===== src/rtl/upc_trace_pkg.sv =====
// Shared types and constants for the kernel event-capture block: FSM states,
// event-mask bit positions and a saturating 16-bit increment helper.
package upc_trace_pkg;

    typedef enum logic [1:0] {
        ST_IDLE = 2'd0,
        ST_RUN  = 2'd1,
        ST_HALT = 2'd2
    } fsm_state_e;

    // Event-mask layout, MSB first: {ITER_END, ITER_START, DONE, START}
    localparam int EV_START      = 0;
    localparam int EV_DONE       = 1;
    localparam int EV_ITER_START = 2;
    localparam int EV_ITER_END   = 3;
    localparam int EV_W          = 4;

    function automatic logic [15:0] sat_inc16(input logic [15:0] v);
        return (v == 16'hFFFF) ? v : v + 16'd1;
    endfunction

endpackage


===== src/rtl/upc_trace_fifo.sv =====
// Synchronous record FIFO with full/empty flags; a push into a full FIFO is
// accepted only when a pop happens in the same cycle.
module upc_trace_fifo #(
    parameter int W     = 36,
    parameter int DEPTH = 16
) (
    input  logic         clock,
    input  logic         reset,
    input  logic         push,
    input  logic [W-1:0] push_data,
    input  logic         pop,
    output logic [W-1:0] pop_data,
    output logic         full,
    output logic         empty
);

    localparam int AW = $clog2(DEPTH);

    logic [AW:0]  wr_ptr_q, wr_ptr_d;
    logic [AW:0]  rd_ptr_q, rd_ptr_d;
    logic [W-1:0] mem_q [DEPTH];
    logic         pop_ok;
    logic         push_ok;

    // Pointers carry one extra wrap bit so full and empty are distinguishable.
    assign empty    = (wr_ptr_q == rd_ptr_q);
    assign full     = (wr_ptr_q[AW] != rd_ptr_q[AW]) &&
                      (wr_ptr_q[AW-1:0] == rd_ptr_q[AW-1:0]);
    assign pop_ok   = pop & ~empty;
    assign push_ok  = push & (~full | pop_ok);
    assign pop_data = empty ? '0 : mem_q[rd_ptr_q[AW-1:0]];

    always_comb begin
        wr_ptr_d = wr_ptr_q;
        rd_ptr_d = rd_ptr_q;
        if (push_ok) wr_ptr_d = wr_ptr_q + (AW+1)'(1);
        if (pop_ok)  rd_ptr_d = rd_ptr_q + (AW+1)'(1);
    end

    always_ff @(posedge clock) begin
        if (reset) begin
            wr_ptr_q <= '0;
            rd_ptr_q <= '0;
        end else begin
            wr_ptr_q <= wr_ptr_d;
            rd_ptr_q <= rd_ptr_d;
        end
    end

    always_ff @(posedge clock) begin
        if (push_ok) mem_q[wr_ptr_q[AW-1:0]] <= push_data;
    end

endmodule


===== src/rtl/upc_event_capture.sv =====
// Timestamps kernel START/DONE events (and, with UPC_TRACE_ITER_EN defined,
// pipeline ITER_START/ITER_END events) into a record FIFO with drop accounting.
import upc_trace_pkg::*;

module upc_event_capture #(
    parameter int TS_W  = 32,
    parameter int DEPTH = 16,
    parameter int ST_W  = 4
) (
    input  logic                 clock,
    input  logic                 reset,
    input  logic                 ap_start,
    input  logic                 ap_done,
    input  logic [ST_W-1:0]      cur_state,
    input  logic [ST_W-1:0]      loop_state,
    input  logic                 stage_block,
    input  logic                 iter_start_enable,
    input  logic                 iter_end_enable,
    input  logic                 finish,
    // rec_valid/rec_ready: a record transfers in any cycle where both are high;
    // rec_data holds steady while rec_valid is high and rec_ready is low.
    output logic                 rec_valid,
    input  logic                 rec_ready,
    output logic [EV_W+TS_W-1:0] rec_data,
    output logic [15:0]          iter_count,
    output logic [15:0]          run_count,
    output logic                 overflow,
    output logic [15:0]          drop_count,
    output fsm_state_e           state_dbg
);

    fsm_state_e      state_q, state_d;
    logic [TS_W-1:0] ts_q, ts_d;
    logic [EV_W-1:0] event_mask;
    logic            ev_start, ev_done, ev_iter_start, ev_iter_end;
    logic            fifo_full, fifo_empty;
    logic            rec_push, rec_pop, rec_drop;
    logic            overflow_q, overflow_d;
    logic [15:0]     run_count_q, run_count_d;
    logic [15:0]     drop_count_q, drop_count_d;

    // A done+start pair in RUN is a back-to-back relaunch: both events are logged.
    assign ev_start = ap_start & ((state_q == ST_IDLE) | ((state_q == ST_RUN) & ap_done));
    assign ev_done  = (state_q == ST_RUN) & ap_done;

`ifdef UPC_TRACE_ITER_EN
    logic        iter_hit;
    logic [15:0] iter_count_q, iter_count_d;

    assign iter_hit      = (state_q == ST_RUN) & (cur_state == loop_state) & ~stage_block;
    assign ev_iter_start = iter_hit & iter_start_enable;
    assign ev_iter_end   = iter_hit & iter_end_enable;

    always_comb begin
        iter_count_d = iter_count_q;
        if (ev_start)         iter_count_d = '0;
        else if (ev_iter_end) iter_count_d = sat_inc16(iter_count_q);
    end

    always_ff @(posedge clock) begin
        if (reset) iter_count_q <= '0;
        else       iter_count_q <= iter_count_d;
    end

    assign iter_count = iter_count_q;
`else
    logic unused_iter;
    assign unused_iter   = ^{cur_state, loop_state, stage_block, iter_start_enable, iter_end_enable};
    assign ev_iter_start = 1'b0;
    assign ev_iter_end   = 1'b0;
    assign iter_count    = '0;
`endif

    always_comb begin
        event_mask                = '0;
        event_mask[EV_START]      = ev_start;
        event_mask[EV_DONE]       = ev_done;
        event_mask[EV_ITER_START] = ev_iter_start;
        event_mask[EV_ITER_END]   = ev_iter_end;
    end

    always_comb begin
        state_d = state_q;
        case (state_q)
            ST_IDLE: if (ap_start) state_d = ST_RUN;
            ST_RUN:  if (ap_done && !ap_start) state_d = ST_IDLE;
            ST_HALT: state_d = ST_HALT;
            default: state_d = ST_IDLE;
        endcase
        if (finish) state_d = ST_HALT;
    end

    assign rec_push  = |event_mask;
    assign rec_valid = ~fifo_empty;
    assign rec_pop   = rec_valid & rec_ready;
    assign rec_drop  = rec_push & fifo_full & ~rec_pop;

    always_comb begin
        ts_d         = ts_q + TS_W'(1);
        overflow_d   = overflow_q | rec_drop;
        drop_count_d = rec_drop ? sat_inc16(drop_count_q) : drop_count_q;
        run_count_d  = ev_done ? sat_inc16(run_count_q) : run_count_q;
    end

    always_ff @(posedge clock) begin
        if (reset) begin
            state_q      <= ST_IDLE;
            ts_q         <= '0;
            overflow_q   <= 1'b0;
            drop_count_q <= '0;
            run_count_q  <= '0;
        end else begin
            state_q      <= state_d;
            ts_q         <= ts_d;
            overflow_q   <= overflow_d;
            drop_count_q <= drop_count_d;
            run_count_q  <= run_count_d;
        end
    end

    upc_trace_fifo #(
        .W     (EV_W + TS_W),
        .DEPTH (DEPTH)
    ) u_fifo (
        .clock     (clock),
        .reset     (reset),
        .push      (rec_push),
        .push_data ({event_mask, ts_q}),
        .pop       (rec_pop),
        .pop_data  (rec_data),
        .full      (fifo_full),
        .empty     (fifo_empty)
    );

    assign overflow   = overflow_q;
    assign drop_count = drop_count_q;
    assign run_count  = run_count_q;
    assign state_dbg  = state_q;

endmodule


===== config.mk =====
export PLATFORM = sky130hd
export DESIGN_NAME = upc_event_capture
export DESIGN_NICKNAME = d
export VERILOG_FILES = /design/src/rtl/upc_trace_pkg.sv /design/src/rtl/upc_trace_fifo.sv /design/src/rtl/upc_event_capture.sv
export SDC_FILE = /design/constraint.sdc
export NUM_CORES = 1
export LEC_CHECK = 0
export ABC_CLOCK_PERIOD_IN_PS = 4720
export BUFFER_PORTS_ARGS = -buffer_cell sky130_fd_sc_hd__buf_2
export CAP_MARGIN = 20
export CORE_ASPECT_RATIO = 1.4
export CORE_UTILIZATION = 55
export DETAILED_ROUTE_END_ITERATION = 10
export PLACE_DENSITY = 0.75
export RECOVER_POWER = 50
export SYNTH_ARGS = -nofsm -noshare
export SYNTH_HDL_FRONTEND = slang
export SYNTH_SLANG_ARGS = --single-unit
export TNS_END_PERCENT = 100

===== constraint.sdc =====
create_clock -name clock -period 4.72 [get_ports clock]
set_input_delay 0 -clock clock [delete_from_list [all_inputs] [get_ports clock]]
set_output_delay 0 -clock clock [all_outputs]
set_load 0.1 [all_outputs]

-- Yosys cells after proc, flatten, opt, wreduce, memory -nomap -nowiden
Memories as Yosys holds them, arrays and structs flattened. A register that Yosys moved wholly into a read port is not among the register bits.
Index checks and enable logic that the tools add are counted.
Widths: inputs -> output; s select.
- eq/ne operators: 11
- bitwise gates (word level): 15
- muxes and demuxes: 9
- $add $sub $neg: 5
- reductions and logical operators: 10
- operators by type and width (kind ; number):
    $mux 36 ; 1
    $add 16x1->16 const B ; 2
    $add 32x1->32 const B ; 1
    $eq 16x16->1 const B ; 2
    $add 5x1->5 const B ; 2
    $mux 4 ; 2
    $reduce_and 2->1 ; 4
    $and 1x1->1 ; 7
    $mux 2 ; 3
    $pmux 2 s3 ; 1
    $eq 5x5->1 ; 1
    $not 1->1 ; 5
    $eq 4x4->1 ; 1
    $reduce_or 2->1 ; 2
    $ne 3x2->1 const B ; 1
    $ne 3x3->1 const B ; 1
    $or 1x1->1 ; 3
    $eq 2x1->1 const B ; 1
    $eq 2x2->1 const B ; 1
    $logic_and 1x1->1 ; 2
    $logic_not 2->1 ; 1
    $mux 1 ; 2
    $ne 2x1->1 const B ; 1
    $ne 2x2->1 const B ; 1
    2 further kinds ; 2
- memories: 1
- word-level logic and storage cells: 59
- memory bits (writable): 544
- output and inout bits: 88
- bits in registers: 77
- input bits: 17
- memory list (memory ; depth ; width ; read ports ; clocked after memory_dff ; write ports ; line ; source):
    u_fifo.mem_q ; 16 ; 34 ; 1 ; 1 ; 1 ; upc_trace_fifo.sv:21 ; logic [W-1:0] mem_q [DEPTH];

-- Depth between registers and ports, before layout
Gate-level depths: netlist of run 1.
- depth in word-level cells: 8
- gate-level depth with buffers: 8

-- By module
A second synthesis of run 1 with hierarchy kept.
- cells, all modules: 1356
- area, all modules: 25473.2 sq um
- modules (own cells, without submodules) (module ; area an instance (sq um) ; instances ; cells an instance):
    upc_trace_fifo ; 22247.6 ; 1 ; 971
    upc_event_capture ; 3225.6 ; 1 ; 385

-- Least setup slack after synthesis of run 1
Ideal clock, no wire load.
- path type: register -> register
- start point: register state_q[0] (netlist: state_dbg[0])
- end point: memory u_fifo.mem_q[3][0] (netlist name), enable pin
- path slack: 0.165 ns
- period minus slack after synthesis: 4.555 ns
- data required time: 4.253 ns
- buffers on the path: 0
- setup time: 0.467 ns
- cell stages (with the launch flop): 4
- arrival: 4.088 ns
- path through: dfxtp_1 -> mux2i_1 -> a2111o_1 -> nor3_1
- longest elaborated chain between the ends: 8
- elaborated cells between the ends (all ways): 9
- RTL lines (item ; line ; source):
    start, declared ; upc_event_capture.sv:32 ; fsm_state_e state_q, state_d;
    start signal, assigned ; upc_event_capture.sv:113 ; state_q <= state_d;
    $eq 2x1->1 ; upc_event_capture.sv:43, upc_event_capture.sv:44 ;
    $and 1x1->1 ; upc_event_capture.sv:43, upc_event_capture.sv:44 ;
    $or 1x1->1 ; upc_event_capture.sv:43 ; assign ev_start = ap_start & ((state_q == ST_IDLE) | ((state_q == ST_RUN) & ap_done));
    $and 1x1->1 ; upc_event_capture.sv:43 ;
    $reduce_or 2->1 (*) ; upc_event_capture.sv:93 ; assign rec_push = |event_mask;
    $and 1x1->1 (*) ; upc_trace_fifo.sv:30 ; assign push_ok = push & (~full | pop_ok);
    $mux 1 (*) ; upc_trace_fifo.sv:51 ; if (push_ok) mem_q[wr_ptr_q[AW-1:0]] <= push_data;
    $mux 1 (not written as such) (*) ; upc_trace_fifo.sv:51 ;
    end, declared ; upc_trace_fifo.sv:21 ;
Mark *: on every way between the ends. The rest lies on a longest branch, timed or not.

-- Worst setup path in the final report of run 1
- start point: register u_fifo.wr_ptr_q[4]
- end point: memory u_fifo.mem_q[15][27] (netlist name), enable pin
- longest elaborated chain between the ends: 8
- elaborated cells between the ends (all ways): 11
- RTL lines (item ; line ; source):
    start, declared ; upc_trace_fifo.sv:19 ; logic [AW:0] wr_ptr_q, wr_ptr_d;
    start signal, assigned ; upc_trace_fifo.sv:45 ; wr_ptr_q <= wr_ptr_d;
    $eq 5x5->1 ; upc_trace_fifo.sv:26 ; assign empty = (wr_ptr_q == rd_ptr_q);
    $not 1->1 ; upc_trace_fifo.sv:29, upc_event_capture.sv:94 ;
    $and 1x1->1 ; upc_event_capture.sv:95 ; assign rec_pop = rec_valid & rec_ready;
    $and 1x1->1 ; upc_trace_fifo.sv:29 ; assign pop_ok = pop & ~empty;
    $or 1x1->1 (*) ; upc_trace_fifo.sv:30 ;
    $and 1x1->1 (*) ; upc_trace_fifo.sv:30 ;
    $mux 1 (*) ; upc_trace_fifo.sv:51 ;
    $mux 1 (not written as such) (*) ; upc_trace_fifo.sv:51 ;
Marked as above.

==> flow_metrics.tcl, run 1 <==
set metrics [dict create \
    run_status "finished, violations left" \
    violations "capacitance limit" \
    slew_violations 0 \
    ir_worst_vdd_v 0.000305 \
    synth-edff-count 544 \
    layout_common_cells "544 x edfxtp_1, 136 x mux4_2, 77 x dfxtp_1" \
    clock.fmax_mhz 260 \
    finalSetupViolations 0 \
    layout-drive-gt1-share_pct 22.0 \
    first_pass_iters 5 \
    fillers 3027 \
    hp-class "input port to flip-flop" \
    critPathLaunchType "flip-flop" \
    synth_seq_cells 625 \
    drc_errors 0 \
    drt_iter0_markers 1239 \
    netlist-cell-type-count 46 \
    overflow 0 \
    portBuffers 75 \
    clk_latency_ps 590 \
    vias 12707 \
    yosysSeqAreaShare_pct 72.8 \
    antenna_found_initial 0 \
    endpoint_kind "flip-flop" \
    vias_per_cell 6.22 \
    grtUsageTotal_pct 22.3 \
    syn_to_final_growth_pct 12.2 \
    critPathKind "flip-flop to flip-flop" \
    cp_cell_sequence "xnor2_1, nor2_1, a211oi_1, and3_2, buf_4" \
    start_util_pct 55.8 \
    synthCells 1337 \
    hold_violations 0 \
    synth.avg_cell_area_um2 18.4 \
    relSlewSlack_pct 0.860 \
    diodes 0 \
    htreeDepth 2 \
    multi_input_area_um2 6310 \
    final_area_um2 27700 \
    final_common_cell "edfxtp_1" \
    ys_async_sr_fraction_pct 0 \
    grt_pass1_vias 13006 \
    core_area_um2 44200 \
    setup_ws_ps 873 \
    skew_ps 16.8 \
    cp_data_arrival_time_ps 4090 \
    cp_max_fo 19 \
    fin_util_pct 62.7 \
    leakagePower_nw 8.76 \
    wire_per_inst_um 24.3 \
    rows 91 \
    detailed_place_hpwl_um 26700 \
    cts_sinks 625 \
    syn-cell-area_um2 24700 \
    grt_first_pass_wirelength_um 76000 \
    place_area_um2 25700 \
    cts_made_buffers 55 \
    setup_tns_ps 0 \
    cts_resized 0 \
    clock_path_buffers 3 \
    p_per_area_nw_per_um2 463 \
    yosysWarnings 0 \
    totalWireLength_um 49700 \
    drv_cap 1 \
    yosys_most_used_dff "edfxtp_1" \
    cp.buffers_inverters 1 \
    antenna_left 0 \
    finalCriticalPeriod_ps 3850 \
    grt_max_degree 69 \
    root_buffer "clkbuf_16" \
    dieArea_um2 45700 \
    crit_required_ps 4960 \
    critPathTopFamily "compound AO/OA/AOI/OAI gates" \
    max_stage_delay_ps 1220 \
    path_clk_slew_ps 60 \
    die_h_um 253 \
    gp_congestion 0.781 \
    die_w_um 181 \
    dp_slack_ps 1470 \
    max_slew.worst_pin.slew_ps 1480 \
    rsz0062_at_grt "false" \
    period_share_pct 81.5 \
    crit_slowest_cell "a211oi_1" \
    io-pin-count 105 \
    cts_tree "built" \
    final_nets 1462 \
    seq_area_um2 18000 \
]
cell type report:
| class | count | share of cell area, % |
|---|---|---|
| Clock buffer | 72 | 5.50 |
| Inverter | 12 | 0.163 |
| Tap cell | 558 | 2.52 |
| Sequential cell | 625 | 64.9 |
| Timing Repair Buffer | 113 | 2.48 |
| Multi-Input combinational cell | 630 | 22.8 |
| Clock inverter | 32 | 1.62 |
worst min-delay path, stage by stage:
cell	delay (ps)
buf_2	120
nand3b_1	180
a21oi_1	100
xnor2_1	140
nor2_1	40
layer usage:
layer	part of all wire [%]	GRT usage [%]	vias to the layer above
met5	0	0	-
met4	2.1	6.30	0
met3	5.9	3.21	84
met2	52	39.0	480
met1	40	29.2	6602
li1	-	-	5541
where the power goes:
| part | internal (mW) | total, mW | leakage (nW) | switching [mW] |
|---|---|---|---|---|
| clock | 2.83 | 4.79 | 0.958 | 1.96 |
| combinational | 0.609 | 1.94 | 2.10 | 1.34 |
| sequential | 6.00 | 6.09 | 5.70 | 0.0982 |
stage by stage:
step | hold WS, ps | power [mW] | instances
6_report | 38.8 | 12.8 | 2042
5_1_grt | 97.8 | 13.2 | 2042
3_3_place_gp | 190 | 8.16 | 1933
2_1_floorplan | 78.7 | 7.84 | 1354
4_1_cts | 21.6 | 12.9 | 2041
3_5_place_dp | 195 | 8.18 | 1933
worst paths after layout:
kind / start / endpoint / slack, ps / cells after the start
setup reg to reg: u_fifo.wr_ptr_q[4] / u_fifo.mem_q[15][27] / 870 / 5
hold reg to reg: overflow / overflow / 510 / 2
hold / removal: ap_done / run_count[0] / 40 / 5
setup / recovery: u_fifo.wr_ptr_q[4] / u_fifo.mem_q[15][27] / 870 / 5
sequential cells by signal, indices dropped and copies added (netlist names), named ones only:
signal / cells
u_fifo.rd_ptr_q: 5
u_fifo.mem_q: 544
run_count: 16
ts_q: 32
overflow: 1
state_dbg: 2
drop_count: 16
u_fifo.wr_ptr_q: 5
repair_timing:
item | CTS | global route
endpoints found under the hold margin | 40 | 0
hold buffers | 4 | 0
buffers inserted | 0 | 0
cells by family after synthesis:
group	Yosys count	synth area share, %
other	1	0.0152
AO/OA/AOI/OAI	119	3.26
adder cells (fa/ha/maj)	8	0.406
flip-flops	625	72.8
multiplexers	176	14.1
XOR/XNOR	53	1.88
AND/OR/NAND/NOR	256	5.66
buffers and inverters	99	1.93
Yosys cell counts, types with 23 or more instances:
library cell  number  area (um^2)
a211oi_1          70          526
a21oi_1           28          140
buf_2             24          120
clkbuf_1          36          135
dfxtp_1           81         1620
edfxtp_1         544        16300
mux2i_1           38          380
mux4_2           136         3060
nand2_1           24         90.1
nand4_1           23          144
nor2_1            72          270
nor2b_1           39          244
xnor2_1           23          201
xor2_1            30          263
Power figures use the tool's default switching activity.
==> inputs of run 2 (changes only) <==
- ABC_CLOCK_PERIOD_IN_PS: 4720 -> 3500
- PLACE_DENSITY: 0.75 -> 0.78
- clock period: 4.72 -> 3.5 ns (I/O delays scaled with it)
==> run 2 against run 1 <==
  * The flow finishes with violations (capacitance limit, slew limit)
  * Cell count increased by 0.24%
  * Global-route usage decreased by 0.21 points
  * Routed wire length decreased by 1.5%
  * Die area unchanged
  * Via count decreased by 0.71%
  * Setup slack got worse by 380 ps
  * Clock power increased by 20%
  * Total power increased by 30%
  * Largest cell class unchanged
==> flow_metrics.tcl, run 2 (same netlist as run 1, synthesis figures left out) <==
set metrics [dict create \
    largest_reg_flops 544 \
    clock.fmax_mhz 332 \
    drc_errors 0 \
    crit_required_ps 3500 \
    critPathLaunchType "flip-flop" \
    endpoint_kind "output port" \
    cts_sinks 625 \
    max_slew.worst_pin.slew_ps 2430 \
    grt.busiest_layer "met2" \
    cts_tree "built" \
    ir_worst_vdd_v 0.000447 \
    use_met3_pct 2.51 \
    hp-class "input port to flip-flop" \
    die_w_um 181 \
    violations "capacitance limit, slew limit" \
    rows 91 \
    rsz0062_at_grt "false" \
    slew_violations 55 \
    vias_per_cell 6.16 \
    place_area_um2 26200 \
    period_share_pct 86.0 \
    portBuffers 75 \
    setup_tns_ps 0 \
    grt_util_met2_pct 40.2 \
    hold_violations 0 \
    crit_path_frequent_cell "buf_4" \
    vias 12617 \
    seq_area_um2 18000 \
    drt_iter0_markers 1127 \
    crit_slowest_cell "and2_4" \
    syn_to_final_growth_pct 12.8 \
    finalSetupViolations 0 \
    path_clk_slew_ps 70 \
    max_stage_delay_ps 530 \
    leakagePower_nw 8.72 \
    relSlewSlack_pct -62.1 \
    cp_max_fo 23 \
    cp_cell_sequence "xor2_1, nor4_4, buf_4, and2_4, buf_4, a211oi_2, buf_2" \
    cts_made_buffers 53 \
    dieArea_um2 45700 \
    core_area_um2 44200 \
    wire_per_inst_um 23.9 \
    grt_max_degree 55 \
    drv_cap 1 \
    totalWireLength_um 48900 \
    first_pass_iters 5 \
    final_common_cell "edfxtp_1" \
    overflow 0 \
    antenna_left 0 \
    start_util_pct 55.8 \
    clock_path_buffers 3 \
    antenna_found_initial 0 \
    htreeDepth 2 \
    postCtsSetupRepairBufs 0 \
    use_met1_pct 27.9 \
    final_nets 1469 \
    finalCriticalPeriod_ps 3010 \
    grtUsageTotal_pct 22.1 \
    fillers 2928 \
    die_h_um 253 \
    detailed_place_hpwl_um 27100 \
    multi_input_area_um2 6490 \
    grt_pass1_vias 12850 \
    io-pin-count 105 \
    cp.buffers_inverters 3 \
    gp_congestion 0.749 \
    diodes 0 \
    skew_ps 22.2 \
    dp_cells 1944 \
    clk_latency_ps 580 \
    critPathKind "flip-flop to output port" \
    run_status "finished, violations left" \
    critPathTopFamily "buffers and inverters" \
    layout-drive-gt1-share_pct 23.9 \
    fin_util_pct 63.0 \
    final_area_um2 27800 \
    cp_data_arrival_time_ps 3010 \
    p_per_area_nw_per_um2 601 \
    instances_no_fill 2047 \
    root_buffer "clkbuf_16" \
    grt_first_pass_wirelength_um 75800 \
    layout_common_cells "544 x edfxtp_1, 136 x mux4_2, 77 x dfxtp_1" \
]
## run 2: cell types whose count changed in the layout (fill, tap and decap cells not counted), sizes merged
cell         previous run  this run
clkbuf                108       113
inv                    14        16
clkinv                 16        14
buf                    73        78
clkinvlp                4         8
dlygate4sd3             4         3
bufinv                 10         2
## run 2: worst reg2reg max path, stage by stage (launching register included)
cell      delay (ps)
dfxtp_1          350
clkbuf_1         640
nand4_1          420
nor4_1           800
nor3b_1          310
xnor2_1          160
nor2_1            60
## run 2: routing by layer
layer	wire length, um	share of wire (%)
met2	26600	54
met3	2120	4.3
met1	19200	39
met5	0	0
met4	1050	2.1
## run 2: what timing repair did
action	CTS	global route
endpoints found under the setup margin	0	9
hold buffers	3	0
resized for setup	0	1
endpoints found under the hold margin	15	0
## run 2: power breakdown
group          internal [mW]  switching (mW)
logic                  0.893            1.95
registers               8.08          0.0615
clock network           3.18            2.56
## run 2: final timing paths
kind | startpoint | endpoint | slack [ps] | cells after the start
min reg2reg | overflow | overflow | 500 | 2
max reg2reg | ts_q[9] | ts_q[17] | 620 | 6
min | ap_done | run_count[0] | 50 | 5
max | u_fifo.wr_ptr_q[3] | rec_data[21] | 490 | 7
## run 2: area by class of cell
cell class	instances	area share, %
multi-input combinational	630	23.3
timing repair buffer	122	3.22
inverter	12	0.162
sequential	625	64.6
clock buffer	72	5.40
tap	558	2.51
clock inverter	28	0.791
## run 2: metrics by stage
step | hold WS (ps) | setup WS [ps] | power, mW
2_1_floorplan | 78.7 | 254 | 10.7
3_3_place_gp | 180 | 740 | 11.2
3_5_place_dp | 192 | 713 | 11.2
4_1_cts | 8.47 | 94.5 | 16.9
5_1_grt | 73.9 | 175 | 17.2
6_report | 49.1 | 489 | 16.7
==> inputs of run 3 (changes only) <==
- CTS_BUF_LIST: not set -> sky130_fd_sc_hd__clkbuf_2 sky130_fd_sc_hd__clkbuf_4 sky130_fd_sc_hd__clkbuf_8
- RECOVER_POWER: 50 -> 100
==> run 3 against run 2 <==
  * The run still ends with capacitance limit, slew limit left
  * Register-to-register slack got worse by 270 ps
  * Global-route usage hardly changed
  * Via count increased by 0.72%
  * Combinational power barely moved
  * Die area stayed put
  * Highest routed layer unchanged
==> flow_metrics.tcl, run 3 (same netlist as run 1, synthesis figures left out) <==
set metrics [dict create \
    critPathKind "flip-flop to output port" \
    final_nets 1505 \
    endpoint_kind "output port" \
    first_pass_iters 5 \
    finalCriticalPeriod_ps 3220 \
    cts_sinks 625 \
    pwr-share-clk_pct 33.7 \
    p_switching_mw 4.59 \
    antenna_found_initial 1 \
    clk_latency_ps 640 \
    max_stage_delay_ps 850 \
    core_area_um2 44200 \
    syn_to_final_growth_pct 12.3 \
    vias_per_cell 6.02 \
    start_util_pct 55.8 \
    skew_ps 14.0 \
    rows 91 \
    totalWireLength_um 48400 \
    drt_iter0_markers 1072 \
    drc_errors 0 \
    wire_per_inst_um 22.9 \
    use_met3_pct 3.18 \
    critPathLaunchType "flip-flop" \
    run_status "finished, violations left" \
    crit_required_ps 3500 \
    die_w_um 181 \
    p_total_mw 16.6 \
    finalSetupViolations 0 \
    cts_tree "built" \
    grtUsageTotal_pct 22.1 \
    fillers 2970 \
    leakagePower_nw 8.79 \
    largest_reg_flops 544 \
    grt_util_met2_pct 40.1 \
    clock_path_buffers 3 \
    grt_pass1_vias 13337 \
    cp_cell_sequence "buf_12, mux4_2, nor2b_1, a211oi_1, a211oi_2, clkbuf_2" \
    portBuffers 75 \
    p_per_area_nw_per_um2 597 \
    critPathTopFamily "flip-flops" \
    power.internal_mw 12.0 \
    io-pin-count 105 \
    setup_tns_ps 0 \
    clock.fmax_mhz 311 \
    overflow 0 \
    violations "capacitance limit, slew limit" \
    hold_violations 0 \
    cp.buffers_inverters 2 \
    rsz0062_at_grt "false" \
    antenna_left 0 \
    slew_violations 55 \
    hp-class "input port to flip-flop" \
    cp_data_arrival_time_ps 3220 \
    period_share_pct 91.9 \
    htreeDepth 3 \
    power_switching_share_pct 27.7 \
    crit_slowest_cell "dfxtp_2" \
    max_slew.worst_pin.slew_ps 2490 \
    grt_first_pass_wirelength_um 75500 \
    p_seq_share_pct 49.2 \
    cp_max_fo 50 \
    vias 12708 \
    path_clk_slew_ps 60 \
    postCtsSetupRepairBufs 0 \
    p_comb_share_pct 17.0 \
    grt.busiest_layer "met2" \
    cts_made_buffers 86 \
    ir_worst_vdd_v 0.000454 \
    final_common_cell "edfxtp_1" \
    gp_congestion 0.749 \
    layout_common_cells "544 x edfxtp_1, 136 x mux4_2, 93 x clkbuf_8" \
    layout-drive-gt1-share_pct 27.0 \
    relSlewSlack_pct -65.7 \
    detailed_place_hpwl_um 27100 \
    dieArea_um2 45700 \
    grt_max_degree 55 \
    drv_cap 1 \
    die_h_um 253 \
    use_met1_pct 26.4 \
    root_buffer "clkbuf_8" \
]
## run 3: cell types whose count changed in the layout (fill, tap and decap cells not counted), sizes merged
cell	previous run	this run
bufinv	2	3
dlygate4sd3	3	6
clkbuf	113	198
diode	0	1
inv	16	12
buf	78	43
clkinv	14	30
clkinvlp	8	4
## run 3: worst paths after layout
kind                          to  depth (start not counted)  slack [ps]                from
max                 rec_data[33]                          6         280           flip-flop
max reg2reg  u_fifo.mem_q[3][16]                          5         350  u_fifo.wr_ptr_q[4]
min                 state_dbg[1]                          4         160              finish
min reg2reg             overflow                          2         500            overflow
## run 3: per-stage QoR
step	std cells	util [%]	worst slack (ps)	area, um^2	hold slack (ps)
2_1_floorplan	1354	-	254	24900	78.7
3_3_place_gp	1944	59.2	740	26200	180
3_5_place_dp	1944	59.2	713	26200	192
4_1_cts	2109	63.3	3.85	28000	67.2
5_1_grt	2110	62.7	130	27700	200
6_report	2110	62.7	283	27700	157
## run 3: final cells by class
type	instances	area (um^2)	share of cell area, %
clock buffers	122	1500	5.40
diodes	1	2.50	0.00903
multi-input cells	630	6490	23.4
well taps	558	698	2.52
clock inverters	37	259	0.935
flip-flops and latches	625	18000	64.8
inverters	12	45.0	0.163
repair buffers	125	747	2.70
## run 3: power by group through the flow
stage	Combinational (mW)	Sequential (mW)	Clock, mW
finish	2.82	8.15	5.58
global route	2.97	8.15	5.98
CTS	2.89	8.15	5.70
detailed placement	2.88	8.31	0
global placement	2.86	8.30	0
floorplan	2.39	8.29	0
## run 3: worst reg2reg max path, stage by stage, from the launching register on
cell	delay, ps
dfxtp_1	330
xnor2_1	520
nor2_1	140
a2111o_1	570
nor3_4	150
clkbuf_2	1020
## run 3: routing by layer
layer,share of wire (%),routed length (um)
met5,0,0
met4,2.6,1270
met3,4.8,2320
met2,54,26100
met1,39,18700
## run 3: timing repair
item,in CTS,in global routing
setup endpoints to repair,0,15
gates resized for setup,0,1
hold buffers,6,0
hold endpoints to repair,44,0
